==> src/rtl/bf_code_sequencer.sv <==
// Brainfuck-style code sequencer: fetches 4-bit opcodes from a synchronous code memory
// and steps the program counter on junction requests. Optional step counter: BF_STEP_COUNT_EN.
module bf_code_sequencer #(
    parameter int ADDRSIZE = 10,
    parameter int CNTSIZE  = 16
) (
    input  logic                CLK,
    input  logic                RST,
    input  logic                START,
    input  logic                CSL,
    input  logic                CSR,
    output logic [ADDRSIZE-1:0] MADDR,
    output logic                MRD,
    input  logic [3:0]          MDATA,
    output logic [3:0]          C,
    output logic                CV,
    output logic                HALT,
    output logic [1:0]          ERR,
    output logic [2:0]          S,
    output logic [CNTSIZE-1:0]  STEPS
);

    typedef enum logic [2:0] {
        IDLE   = 3'd0,
        ISSUE  = 3'd1,
        WAIT   = 3'd2,
        READY  = 3'd3,
        HALTED = 3'd4,
        FAULT  = 3'd5
    } state_t;

    typedef enum logic [1:0] {
        ERR_NONE      = 2'd0,
        ERR_UNDERFLOW = 2'd1,
        ERR_OVERFLOW  = 2'd2,
        ERR_CONFLICT  = 2'd3
    } err_t;

    localparam logic [ADDRSIZE-1:0] PC_MAX = '1;

    state_t              state, state_nxt;
    logic [ADDRSIZE-1:0] pc, pc_nxt;
    logic                mrd, mrd_nxt;
    logic [3:0]          c, c_nxt;
    logic                cv, cv_nxt;
    logic                halt, halt_nxt;
    err_t                err, err_nxt;

    // Decoded step requests, shared by next-state and datapath logic.
    logic                req_conflict;
    logic                req_fwd;
    logic                req_back;
    logic                at_max;
    logic                at_zero;
    logic                restart;

    assign req_conflict = CSL && CSR;
    assign req_fwd      = CSL && !CSR;
    assign req_back     = CSR && !CSL;
    assign at_max       = (pc == PC_MAX);
    assign at_zero      = (pc == '0);
    assign restart      = START && (state == IDLE || state == HALTED || state == FAULT);

    // State register and all registered outputs.
    // NOTE: sequential state uses non-blocking assignments so every flop samples
    // pre-edge values, independent of statement order.
    // NOTE: reset is asynchronous so outputs clear even in the middle of a fetch,
    // without waiting for a clock edge.
    always_ff @(posedge CLK or posedge RST) begin
        if (RST) begin
            state <= IDLE;
            pc    <= '0;
            mrd   <= 1'b0;
            c     <= 4'd0;
            cv    <= 1'b0;
            halt  <= 1'b0;
            err   <= ERR_NONE;
        end else begin
            state <= state_nxt;
            pc    <= pc_nxt;
            mrd   <= mrd_nxt;
            c     <= c_nxt;
            cv    <= cv_nxt;
            halt  <= halt_nxt;
            err   <= err_nxt;
        end
    end

    // Next-state logic.
    // NOTE: every combinational output gets a default first, so no path leaves
    // a variable unassigned and no latch is inferred.
    always_comb begin
        state_nxt = state;
        case (state)
            IDLE, HALTED, FAULT: begin
                if (START) state_nxt = ISSUE;
            end
            ISSUE: state_nxt = WAIT;
            WAIT: begin
                if (MDATA[3]) state_nxt = HALTED;
                else          state_nxt = READY;
            end
            READY: begin
                if (req_conflict)  state_nxt = FAULT;
                else if (req_fwd)  state_nxt = at_max  ? FAULT : ISSUE;
                else if (req_back) state_nxt = at_zero ? FAULT : ISSUE;
            end
            default: state_nxt = IDLE;
        endcase
    end

    // Registered-output next values.
    always_comb begin
        pc_nxt   = pc;
        mrd_nxt  = mrd;
        c_nxt    = c;
        cv_nxt   = cv;
        halt_nxt = halt;
        err_nxt  = err;
        case (state)
            IDLE, HALTED, FAULT: begin
                if (START) begin
                    pc_nxt   = '0;
                    mrd_nxt  = 1'b1;
                    cv_nxt   = 1'b0;
                    halt_nxt = 1'b0;
                    err_nxt  = ERR_NONE;
                end
            end
            ISSUE: mrd_nxt = 1'b0;
            WAIT: begin
                if (MDATA[3]) begin
                    halt_nxt = 1'b1;
                    cv_nxt   = 1'b0;
                end else begin
                    c_nxt  = MDATA;
                    cv_nxt = 1'b1;
                end
            end
            READY: begin
                if (req_conflict) begin
                    err_nxt = ERR_CONFLICT;
                    cv_nxt  = 1'b0;
                end else if (req_fwd) begin
                    cv_nxt = 1'b0;
                    if (at_max) begin
                        err_nxt = ERR_OVERFLOW;
                    end else begin
                        pc_nxt  = pc + 1'b1;
                        mrd_nxt = 1'b1;
                    end
                end else if (req_back) begin
                    cv_nxt = 1'b0;
                    if (at_zero) begin
                        err_nxt = ERR_UNDERFLOW;
                    end else begin
                        pc_nxt  = pc - 1'b1;
                        mrd_nxt = 1'b1;
                    end
                end
            end
            default: begin
                mrd_nxt = 1'b0;
                cv_nxt  = 1'b0;
            end
        endcase
    end

`ifdef BF_STEP_COUNT_EN
    logic [CNTSIZE-1:0] steps;
    logic               step_ok;

    assign step_ok = (state == READY) &&
                     ((req_fwd && !at_max) || (req_back && !at_zero));

    // Saturating count of accepted steps; cleared on every (re)start.
    always_ff @(posedge CLK or posedge RST) begin
        if (RST) begin
            steps <= '0;
        end else if (restart) begin
            steps <= '0;
        end else if (step_ok && steps != '1) begin
            steps <= steps + 1'b1;
        end
    end

    assign STEPS = steps;
`else
    assign STEPS = '0;
`endif

    assign MADDR = pc;
    assign MRD   = mrd;
    assign C     = c;
    assign CV    = cv;
    assign HALT  = halt;
    assign ERR   = err;
    assign S     = state;

endmodule

==> config.mk <==
export PLATFORM = sky130hd
export DESIGN_NAME = bf_code_sequencer
export DESIGN_NICKNAME = d
export VERILOG_FILES = /design/src/rtl/bf_code_sequencer.sv
export SDC_FILE = /design/constraint.sdc
export NUM_CORES = 1
export LEC_CHECK = 0
export ABC_AREA = 1
export CELL_PAD_IN_SITES_DETAIL_PLACEMENT = 1
export CELL_PAD_IN_SITES_GLOBAL_PLACEMENT = 2
export CORE_UTILIZATION = 27
export CTS_BUF_LIST = sky130_fd_sc_hd__clkbuf_2
export DETAILED_ROUTE_END_ITERATION = 12
export PLACE_DENSITY = 0.87
export RECOVER_POWER = 100
export REMOVE_ABC_BUFFERS = 1
export SYNTH_ARGS = -nofsm -noshare
export SYNTH_HDL_FRONTEND = slang
export SYNTH_SLANG_ARGS = --single-unit
==> constraint.sdc <==
create_clock -name CLK -period 2 [get_ports CLK]
set_input_delay 0.4 -clock CLK [delete_from_list [all_inputs] [get_ports CLK]]
set_output_delay 0.4 -clock CLK [all_outputs]
set_load 0.01 [all_outputs]
After elaboration in Yosys (flattened, before gate mapping)

Cells that the tools add are included.
Widths: inputs -> output; s select.

Add/sub/neg operators: 2
Equality and inequality tests: 15
Mux-type cells: 37
Bitwise operators: 3
Reduce and logical (&&, ||, !) cells: 17

Operators by type and width:

| kind                  | count |
|---|---|
| $mux 10               | 6 |
| $mux 3                | 7 |
| $pmux 10 s2           | 1 |
| $mux 1                | 12 |
| $mux 2                | 6 |
| $ne 4x4->1 const B    | 3 |
| $pmux 3 s4            | 1 |
| $reduce_and 6->1      | 2 |
| $add 10x1->10 const B | 1 |
| $eq 10x10->1 const B  | 1 |
| $logic_not 10->1      | 1 |
| $sub 10x1->10 const B | 1 |
| $ne 3x3->1 const B    | 3 |
| $eq 3x2->1 const B    | 2 |
| $eq 3x3->1 const B    | 2 |
| $ne 2x2->1 const B    | 3 |
| $reduce_and 3->1      | 2 |
| $reduce_and 5->1      | 1 |
| $pmux 1 s4            | 1 |
| $pmux 2 s2            | 1 |
| $reduce_and 2->1      | 2 |
| $reduce_bool 2->1     | 2 |
| $eq 3x1->1 const B    | 1 |
| $logic_and 1x1->1     | 3 |
| 6 further kinds       | 9 |

Flip-flop bits (word level): 21
Input port bits: 9
Output and inout port bits: 38
Word-level logic and storage cells: 81

Depth between registers and ports, before layout

Gate-level depths: netlist of the first run.

Depth in word-level cells: 6
Mapped depth: 13
Depth with buffers taken out: 13

Worst setup path before layout of the first run

Ideal clock, no wire load.

Path kind: input to register
Start: in CSR
End: reg pc[7] (netlist: MADDR[7])
Library setup time: 0.078 ns
Data arrival time: 1.843 ns
Data required time: 1.922 ns
Setup slack: 0.079 ns
Stages: 11
Buffers on the path: 0
Path through: inv_1 > ha_1 > inv_1 > ha_1 > a21oi_1 > nor2_1 > nor2_1 > nand2_1 > nand2_1 > nand2_1 > o21ai_1

Cells in the longest elaborated chain, start to end: 5
Elaborated cells between the ends (all ways): 12
Classes of those cells: eq/ne (4); mux (3); reduce/logical (5)

RTL lines:

| what                 | line | source |
|---|---|---|
| start, declared      | 11   | `input logic CSR,` |
| $logic_not 1->1      | 58   | `assign req_fwd = CSL && !CSR;` |
| $logic_and 1x1->1    | 58   |  |
| $mux 10              | 144  | `end else if (req_fwd) begin` |
| $mux 10              | 141  | `if (req_conflict) begin` |
| $pmux 10 s2          | 120  | `case (state)` |
| end signal, assigned | 80   | `pc <= pc_nxt;` |
| end, declared        | 42   | `logic [ADDRSIZE-1:0] pc, pc_nxt;` |

Several ways; a longest one is shown, not always the timed one. The select of a mux whose other input is x is not followed.
A chain may end at the register's enable or synchronous reset.

Final worst setup path of the first run

Start: reg pc[8] (netlist: MADDR[8])
End: out MADDR[8]

RTL lines:

| what          | line | source |
|---|---|---|
| end, declared | 12   | `output logic [ADDRSIZE-1:0] MADDR,` |

No word-level cell between the ends.

==> results.md, run 1 <==
STA:
- The number of hold violations in the final report was 0.
- The final period demand of the worst path is 1.87 ns.
- The number of max-slew violations in the final report is 0.
- The transition at the pin with the smallest max-transition slack is 1.17 ns.
- Derived from the worst setup path, the maximum achievable clock frequency is approximately 530 MHz.
- Setup repair after global routing left no endpoint under its margin.
- The final critical path takes up between 90% and 100% of the cycle.
- The max-slew headroom at the worst pin is between 20% and 30%.
- Setup violations remaining at the end of the flow were counted as 0.
- The clock skew is 0.00996 ns.

Layout:
- The final net count is about 320.
- The synthesis-to-layout area growth is 34.0%.
- The number of filler instances in the final layout is 753.
- Summing all multi-input logic gate instances after layout gives 0.00106 mm2.
- Cells with a size suffix above 1 make up 19.8% of the layout.
- In the final layout, flip-flops and latches occupy between 500 and 600 um2.
- The repair_antennas step left the layout with diodes totalling 0.
- Measured on the finished design, the core utilization comes to 38.1%.

Route:
- The first TritonRoute pass finished after 4 iterations.
- The ratio of routed vias to standard cells is 4.46.
- The count of routing violations after the opening detailed-route iteration is 35.
- In this run the remaining antenna-violating nets after routing total 0.
- In the routed design, unresolved DRC markers number 0.
- The average wire length per cell after detail routing is between 10 and 15 um.
- The via count is 1,640.
- After detailed routing, the total wire length is ~4500 um.

Critical path:
- Along the worst path, the maximum fanout reaches 6.
- STA classifies the critical path endpoint as an output port.
- The kind of cell with the highest combined delay on the critical path is buffers and inverters.
- Data arrives at the worst endpoint at 1.47 ns.
- The start-to-end type of the worst setup path is flip-flop to output port.
- The signal on the critical path passes through clkdlybuf4s50_1.
- The biggest cell delay along the critical path is approximately 0.60 ns.
- The type of origin of the critical path is a flip-flop.
- STA puts the critical path data required time at 1.60 ns.
- The slowest stage of the critical path is the sky130_fd_sc_hd__clkdlybuf4s50_1 cell.
- The count of buffering cells on the critical path with inverters included is 1.

Placed design:
- The global placement routability congestion is between 0.8 and 0.9.
- During placement, the flow inserted port buffers numbering 29.
- The half-perimeter wire length after placement is about 3500 um.

Yosys:
- The number of synthesized register bits is 21.
- After synthesis the cells add up to approximately 0.0017 mm2.
- The post-synthesis instance total is approximately 240.
- The synthesized area divided by synthesized cell count is approximately 7.2 um2.
- After synthesis, the netlist uses 31 different library cells.
- The synthesis warning total is 0.
- The register area share after synthesis is between 30% and 40%.

CTS:
- The maximum number of buffers from clock root to sink is 2.
- The root buffer cell chosen for the clock tree is sky130_fd_sc_hd__clkbuf_2.
- After clock tree synthesis, the clock-pin slew on the worst setup and hold paths is 0.21 ns.
- The number of levels in the clock H-tree is 1.
- The TritonCTS buffer count is 3.
- The clock latency on the worst-skew pair is between 0.3 and 0.4 ns.
- TritonCTS built the clock tree.
- The clock net in this run drives a total of 21 sinks.

Global routing:
- The number of antenna violations at the first check in global routing is 0.
- Entering global routing, the biggest net connects 22 pins.
- Global routing used 14.0% of the available tracks across all layers.
- The total congestion overflow is 0.
- The via count of the first global-routing pass is 1,603.
- The first global-routing pass estimated 7130 um of wire.

Power:
- The static leakage is ~0.0012 uW.
- The overall power after layout is 3120 uW.
- The maximum VDD drop is ~550 uV.
- The total power divided by cell area is around 1400 mW/mm2.

Job:
- Max-cap violations in this run came to 0.

Die:
- For this design the top-level I/O count stands at 47.
- After floorplanning, the core was sized to cover 0.00599 mm2.
- The die covers 0.00662 mm2.
- From bottom edge to top edge, the die measures 81.4 um.
- Measured along the x axis, the die boundary spans 81.4 um.
- The count of standard-cell rows is 28.
- The effective utilization at floorplan is between 20 and 30%.

Worst hold path:
- The tightest min-delay check is of the flip-flop to flip-flop type.

Run status:
- The run finished with clean final reports.
placed cells by master (no fill, tap or decap), types with 2 or more instances in the layout:
master / n
sky130_fd_sc_hd__inv_1: 15
sky130_fd_sc_hd__nand2_1: 79
sky130_fd_sc_hd__nand3_2: 2
sky130_fd_sc_hd__nor3_1: 2
sky130_fd_sc_hd__a21oi_1: 6
sky130_fd_sc_hd__dlymetal6s2s_1: 2
sky130_fd_sc_hd__conb_1: 17
sky130_fd_sc_hd__dfrtp_2: 2
sky130_fd_sc_hd__a21oi_2: 2
sky130_fd_sc_hd__dlygate4sd3_1: 15
sky130_fd_sc_hd__nor2_1: 18
sky130_fd_sc_hd__o21ai_1: 7
sky130_fd_sc_hd__dfrtp_1: 19
sky130_fd_sc_hd__nand3b_1: 4
sky130_fd_sc_hd__o21ai_0: 10
sky130_fd_sc_hd__nand3_1: 10
sky130_fd_sc_hd__xnor2_1: 4
sky130_fd_sc_hd__nor2_4: 2
sky130_fd_sc_hd__nand3_4: 2
sky130_fd_sc_hd__ha_4: 3
sky130_fd_sc_hd__clkbuf_2: 3
sky130_fd_sc_hd__buf_4: 23
sky130_fd_sc_hd__ha_1: 7
sky130_fd_sc_hd__nand2_2: 3
sky130_fd_sc_hd__inv_2: 6
sky130_fd_sc_hd__nand4_1: 2
sky130_fd_sc_hd__clkdlybuf4s50_1: 12
area by class of cell:
class,instances,share of cell area [%]
Inverter,23,3.90
Tap cell,75,4.12
Sequential cell,21,23.2
Multi-Input combinational cell,190,46.6
Clock inverter,1,0.220
Timing Repair Buffer,54,21.0
Clock buffer,3,0.659
Timing Repair inverter,1,0.329
sequential cells by signal (all words and copies together), names as in the netlist:
register / cells
CV: 1
MRD: 1
S: 3
HALT: 1
ERR: 2
C: 3
MADDR: 10
cells in the mapped netlist, drive strengths merged:
cell,number,area [um2]
buf,18,139
a21oi,8,40.0
xnor2,4,35.0
nor2,21,96.3
a21boi,1,7.51
inv,22,82.6
clkinv,1,3.75
ha,11,138
nor3,3,25.0
dfrtp,21,526
conb,1,3.75
o21ai,18,93.8
fa,1,20.0
nand4,3,33.8
nand2,82,315
a21o,1,7.51
nand3,14,87.6
nand3b,5,41.3
a31oi,1,6.26
power breakdown:
group / internal (uW) / total, uW / switching, uW
clock: 45.4 / 180 / 135
combinational: 1010 / 2130 / 1120
sequential: 588 / 813 / 225
metrics by stage:
stage	setup slack [ns]	cell area, um2	instances	setup TNS (ns)	hold WS (ns)
final	0.125	2280	368	0	0.499
after global routing	0.0436	2280	368	0	0.532
after CTS	0.0226	2220	365	0	0.368
after detailed placement	-0.547	2180	361	-7.02	0.467
after global placement	-0.501	2180	361	-6.50	0.457
after floorplan	0.0793	1620	234	0	0.377
metal layers:
layer  vias up  share of wire [%]  GRT usage, %
met5         -                  0             0
met4         0               0.51          3.75
met3         2                2.9          1.80
met2        28                 51          26.0
met1       773                 46          16.8
li1        837                  -             -
worst paths after layout:
| check | depth (start not counted) | to | slack, ns | start |
|---|---|---|---|---|
| worst max-delay path | 1 | MADDR[8] | 0.13 | MADDR[8]$_DFFE_PP0P_ |
| worst min-delay path | 2 | C[0]$_DFFE_PP0P_ | 0.50 | C[0]$_DFFE_PP0P_ |
| worst max register to register | 8 | MADDR[7]$_DFFE_PP0P_ | 0.23 | S[0]$_DFFE_PP0P_ |
| worst min register to register | 2 | C[0]$_DFFE_PP0P_ | 0.50 | C[0]$_DFFE_PP0P_ |
| max in group asynchronous | 3 | MADDR[1]$_DFFE_PP0P_ | 0.37 | RST |
| min in group asynchronous | 3 | MADDR[6]$_DFFE_PP0P_ | 0.85 | RST |
cells by family (layout without fill, tap and decap cells):
| family | after synthesis | in the layout | share of synthesized area, % |
|---|---|---|---|
| and+or+nand+nor | 128 | 128 | 35.2 |
| buffers and inverters | 41 | 82 | 13.2 |
| AOI/OAI and AO/OA | 29 | 29 | 9.12 |
| DFF | 21 | 21 | 30.9 |
| adders and majority gates | 12 | 12 | 9.26 |
| xor gates and xnor gates | 4 | 4 | 2.06 |
| other | 1 | 17 | 0.220 |
what timing repair did:
item / in CTS / in global routing
pin swaps: 0 / 4
gates resized for setup: 6 / 14
setup endpoints to repair: 12 / 14
setup buffers: 0 / 2
hold buffers: 0 / 0
cloned: 0 / 1
Power figures use the tool's default switching activity.
==> run 2: changes to the inputs <==
--- a/config.mk
+++ b/config.mk
@@ -6,12 +6,10 @@
 export NUM_CORES = 1
 export LEC_CHECK = 0
 export ABC_AREA = 1
-export CELL_PAD_IN_SITES_DETAIL_PLACEMENT = 1
-export CELL_PAD_IN_SITES_GLOBAL_PLACEMENT = 2
-export CORE_UTILIZATION = 27
+export CORE_UTILIZATION = 50
 export CTS_BUF_LIST = sky130_fd_sc_hd__clkbuf_2
 export DETAILED_ROUTE_END_ITERATION = 12
-export PLACE_DENSITY = 0.87
+export PLACE_DENSITY = 0.88
 export RECOVER_POWER = 100
 export REMOVE_ABC_BUFFERS = 1
 export SYNTH_ARGS = -nofsm -noshare
==> constraint.sdc (replaced) <==
create_clock -name CLK -period 2 [get_ports CLK]
set_input_delay 0.4 -clock CLK [delete_from_list [all_inputs] [get_ports CLK]]
set_output_delay 0.4 -clock CLK [all_outputs]
set_load 0.02 [all_outputs]
==> run 2 against run 1 <==
Register-to-register slack better by 0.10 ns. Clock skew is 0.0021 ns higher. Combinational power is 8% higher. Largest cell class unchanged. Via count is 3.0% higher. Worst setup slack worse by 0.087 ns. Highest routed layer unchanged. Power is 5.4% higher. Largest power group unchanged. Critical endpoint is now MADDR[9]$_DFFE_PP0P_. Clock-buffer cell count stayed put.
==> results.md, run 2 (same netlist as run 1, synthesis figures left out) <==
Critical path:
- The cell with the biggest individual delay on the critical path is sky130_fd_sc_hd__clkdlybuf4s50_1.
- The critical path goes through clkdlybuf4s50_1 -> inv_1 -> ha_4 -> inv_6 -> ha_1 -> nand2_1 -> nand2_1 -> nand2_1 -> nand2_1 -> nand2_1 -> nand3_1 -> nand2_1 -> nand2_1 -> o21ai_1.
- The library cell appearing most often on the critical path is sky130_fd_sc_hd__nand2_1.
- The endpoint arrival time on the critical path is 2.24 ns (+0.77 ns).
- The largest driver fanout on the critical path is 10 (+4).
- The startpoint of the lowest-slack register-to-register path is S[1]$_DFFE_PP0P_.
- The worst setup path is captured at a flip-flop.
- The biggest cell delay along the critical path was 0.49 ns (-0.11 ns).
- The type of origin of the critical path is a primary input.
- The worst reg2reg path endpoint is MADDR[2]$_DFFE_PP0P_.
- The worst setup slack for register-to-register paths is 0.33 ns (+0.10 ns).
- The worst path required time was 2.28 ns (+0.68 ns).
- The start-to-end type of the worst setup path is primary input to flip-flop.
- The length in cells of the worst reg-to-reg path is 8 (unchanged).

Route:
- The average wire length per cell after detail routing is 12.4 um (+2.3%).
- The post-detailed-routing wire length is 4090 um (-8.5%).
- The count of routing violations after the opening detailed-route iteration was 84 (+140%).
- The ratio of routed vias to standard cells is 5.13 (+15%).
- The via count is 1,689 (+3.0%).
- The detailed-route DRC error count is 0 (unchanged).
- The number of search-and-repair iterations in the first detailed-routing pass was 4 (unchanged).
- The number of nets with antenna violations after routing is 0 (unchanged).

Global routing:
- The total congestion overflow was 0 (unchanged).
- The via count of the first global-routing pass came to 1,442 (-10%).
- The first-pass GRT wire length is 6180 um (-13%).
- The pin count of the biggest net entering global routing was 22 (unchanged).
- The total routing resource utilization after global routing is 22.8% (+8.7 points).
- The number of antenna violations at the first check in global routing is 0 (unchanged).

Layout:
- Leaving out fill and tap cells, the most frequent cell in the layout is sky130_fd_sc_hd__nand2_1.
- The flip-flop count of the largest register, all copies and words added is 10 (unchanged).
- The top cell types in the final layout, fill and taps aside, are sky130_fd_sc_hd__nand2_1, sky130_fd_sc_hd__clkdlybuf4s50_1, sky130_fd_sc_hd__dfrtp_1.
- The post-layout instance count excluding filler cells was 329 (-11%).
- The number of diodes is 0 (unchanged).
- The post-layout instance area came to 0.00218 mm2 (-4.3%).
- The final net count is 307 (-2.5%).
- The synthesis-to-layout area growth is 28.2%.
- The share of layout cells above drive strength 1 came to 16.5% (-3.3 points).

Placed design:
- The number of cells after detailed placement is 324 (-10%).
- The number of buffers inserted by port buffering is 29 (unchanged).
- The placement-stage worst setup slack is -0.567 ns (-0.0195 ns).
- The half-perimeter wire length after placement was 2990 um (-15%).
- The global placement routability congestion is 0.877 (+5.2%).
- The cell area reported after detailed placement is 0.00210 mm2 (-3.8%).

CTS:
- The maximum number of buffers from clock root to sink is 2 (unchanged).
- The clock latency on the worst-skew pair is 0.34 ns (+0.02 ns).
- The clock sink count was 21 (unchanged).
- The hold buffer count at cts came to 0 (unchanged).
- The number of levels in the clock H-tree is 1 (unchanged).
- The clock tree root buffer cell is sky130_fd_sc_hd__clkbuf_2.
- The TritonCTS buffer count is 3 (unchanged).
- TritonCTS built the clock tree.
- The clock-pin slew of the registers on the worst-case setup and hold paths is 0.22 ns (about the same).

Die:
- The count of standard-cell rows was 20 (-29%).
- The width of the chip is 60.3 um (-26%).
- The core region area is 0.00313 mm2 (-48%).
- The die area was 0.00364 mm2 (-45%).
- The die boundary height is 60.3 um (-26%).
- The effective utilization at floorplan is 54.4% (+26 points).
- The top-level I/O count is 47 (unchanged).

Run status:
- The flow ran to the end, and the final reports show no timing, DRC or antenna violations.

Power:
- The static leakage came to 0.00110 uW (-5.9%).
- The total power divided by cell area was 1510 mW/mm2 (+10%).
- The maximum VDD drop is 610 uV (+11%).
- The overall power after layout is 3290 uW (+5.4%).

STA:
- The number of hold violations in the final report is 0 (unchanged).
- The post-route fraction of the period consumed by the critical path is 98.1% (+4.3 points).
- The clock skew is 0.0120 ns (+0.00206 ns).
- The number of max-slew violations in the final report is 0 (unchanged).
- The max-slew headroom at the worst pin came to 20.9% (-1.3 points).
- The worst hold slack across all endpoints came to 0.509 ns (+0.0103 ns).
- The setup violation total in the final timing report is 0 (unchanged).
- The setup slack of the critical path after layout came to 0.0387 ns (-0.0866 ns).
- The timing-limited maximum frequency is 510 MHz (-4.4%).
- The final period demand of the worst path is 1.96 ns (+0.0866 ns).
- Setup repair after global routing could not meet its margin everywhere.
- The transition at the pin with the smallest max-transition slack is 1.19 ns (+0.0197 ns).

Worst hold path:
- The startpoint identified for the worst hold timing path is C[2]$_DFFE_PP0P_.
- The type of the worst min-delay path is flip-flop to flip-flop.
- The number of instances on the worst hold path is 2 (unchanged).
- The endpoint of the worst hold-timing path is C[2]$_DFFE_PP0P_.

Job:
- The number of max-cap violations was 0 (unchanged).
## run 2: changes by cell type in the layout (fill, tap and decap cells not counted), moves of 2 or more
cell,previous run,this run
sky130_fd_sc_hd__buf_4,23,16
sky130_fd_sc_hd__dlymetal6s2s_1,2,0
sky130_fd_sc_hd__dlygate4sd3_1,15,5
sky130_fd_sc_hd__ha_1,7,9
sky130_fd_sc_hd__clkdlybuf4s50_1,12,24
sky130_fd_sc_hd__o21ai_1,7,13
sky130_fd_sc_hd__inv_1,15,17
sky130_fd_sc_hd__o21ai_0,10,4
sky130_fd_sc_hd__inv_2,6,4
## run 2: critical path: cells and delay by family
kind,cells,cell delay [ns]
buffers and inverters,3,0.67
and+or+nand+nor,8,0.57
adders and majority gates,2,0.47
AOI/OAI and AO/OA,1,0.12
## run 2: layout make-up
class	count	area, um2
Clock inverter	1	5.00
Clock buffer	3	15.0
Sequential cell	21	528
Timing Repair Buffer	46	414
Inverter	23	91.3
Fill cell	251	946
Tap cell	44	55.1
Multi-Input combinational cell	191	1070
## run 2: worst max-delay path by stage
stage / start / to / cells past startpoint
floorplan: CSR / MADDR[7]$_DFFE_PP0P_ / 11
global placement: CSR / MADDR[7]$_DFFE_PP0P_ / 12
detailed placement: CSR / MADDR[7]$_DFFE_PP0P_ / 11
CTS: CSR / MADDR[9]$_DFFE_PP0P_ / 12
global route: CSR / MADDR[4]$_DFFE_PP0P_ / 13
finish: CSR / MADDR[9]$_DFFE_PP0P_ / 14
## run 2: repair_timing
action                     CTS  global route
setup endpoints to repair    9            17
cloned                       0             1
pin swaps                    0             2
buffers inserted             0             0
gates resized for setup      4            13
hold endpoints to repair     0             0
## run 2: power by group
group	internal, uW	switching (uW)
clock network	45.3	141
registers	590	215
logic	975	1320
## run 2: routing by layer
metal / global-route usage, % / vias to the layer above / wire length (um)
li1: - / 827 / -
met1: 30.0 / 762 / 1720
met2: 38.1 / 84 / 2010
met3: 2.56 / 16 / 259
met4: 8.97 / 0 / 107
met5: 0 / - / 0
## run 2: per-stage QoR
step	setup TNS [ns]	util, %
2_1_floorplan	0	-
3_3_place_gp	-5.52	67.0
3_5_place_dp	-6.78	67.0
4_1_cts	0	68.1
5_1_grt	-0.567	69.8
6_report	0	69.8
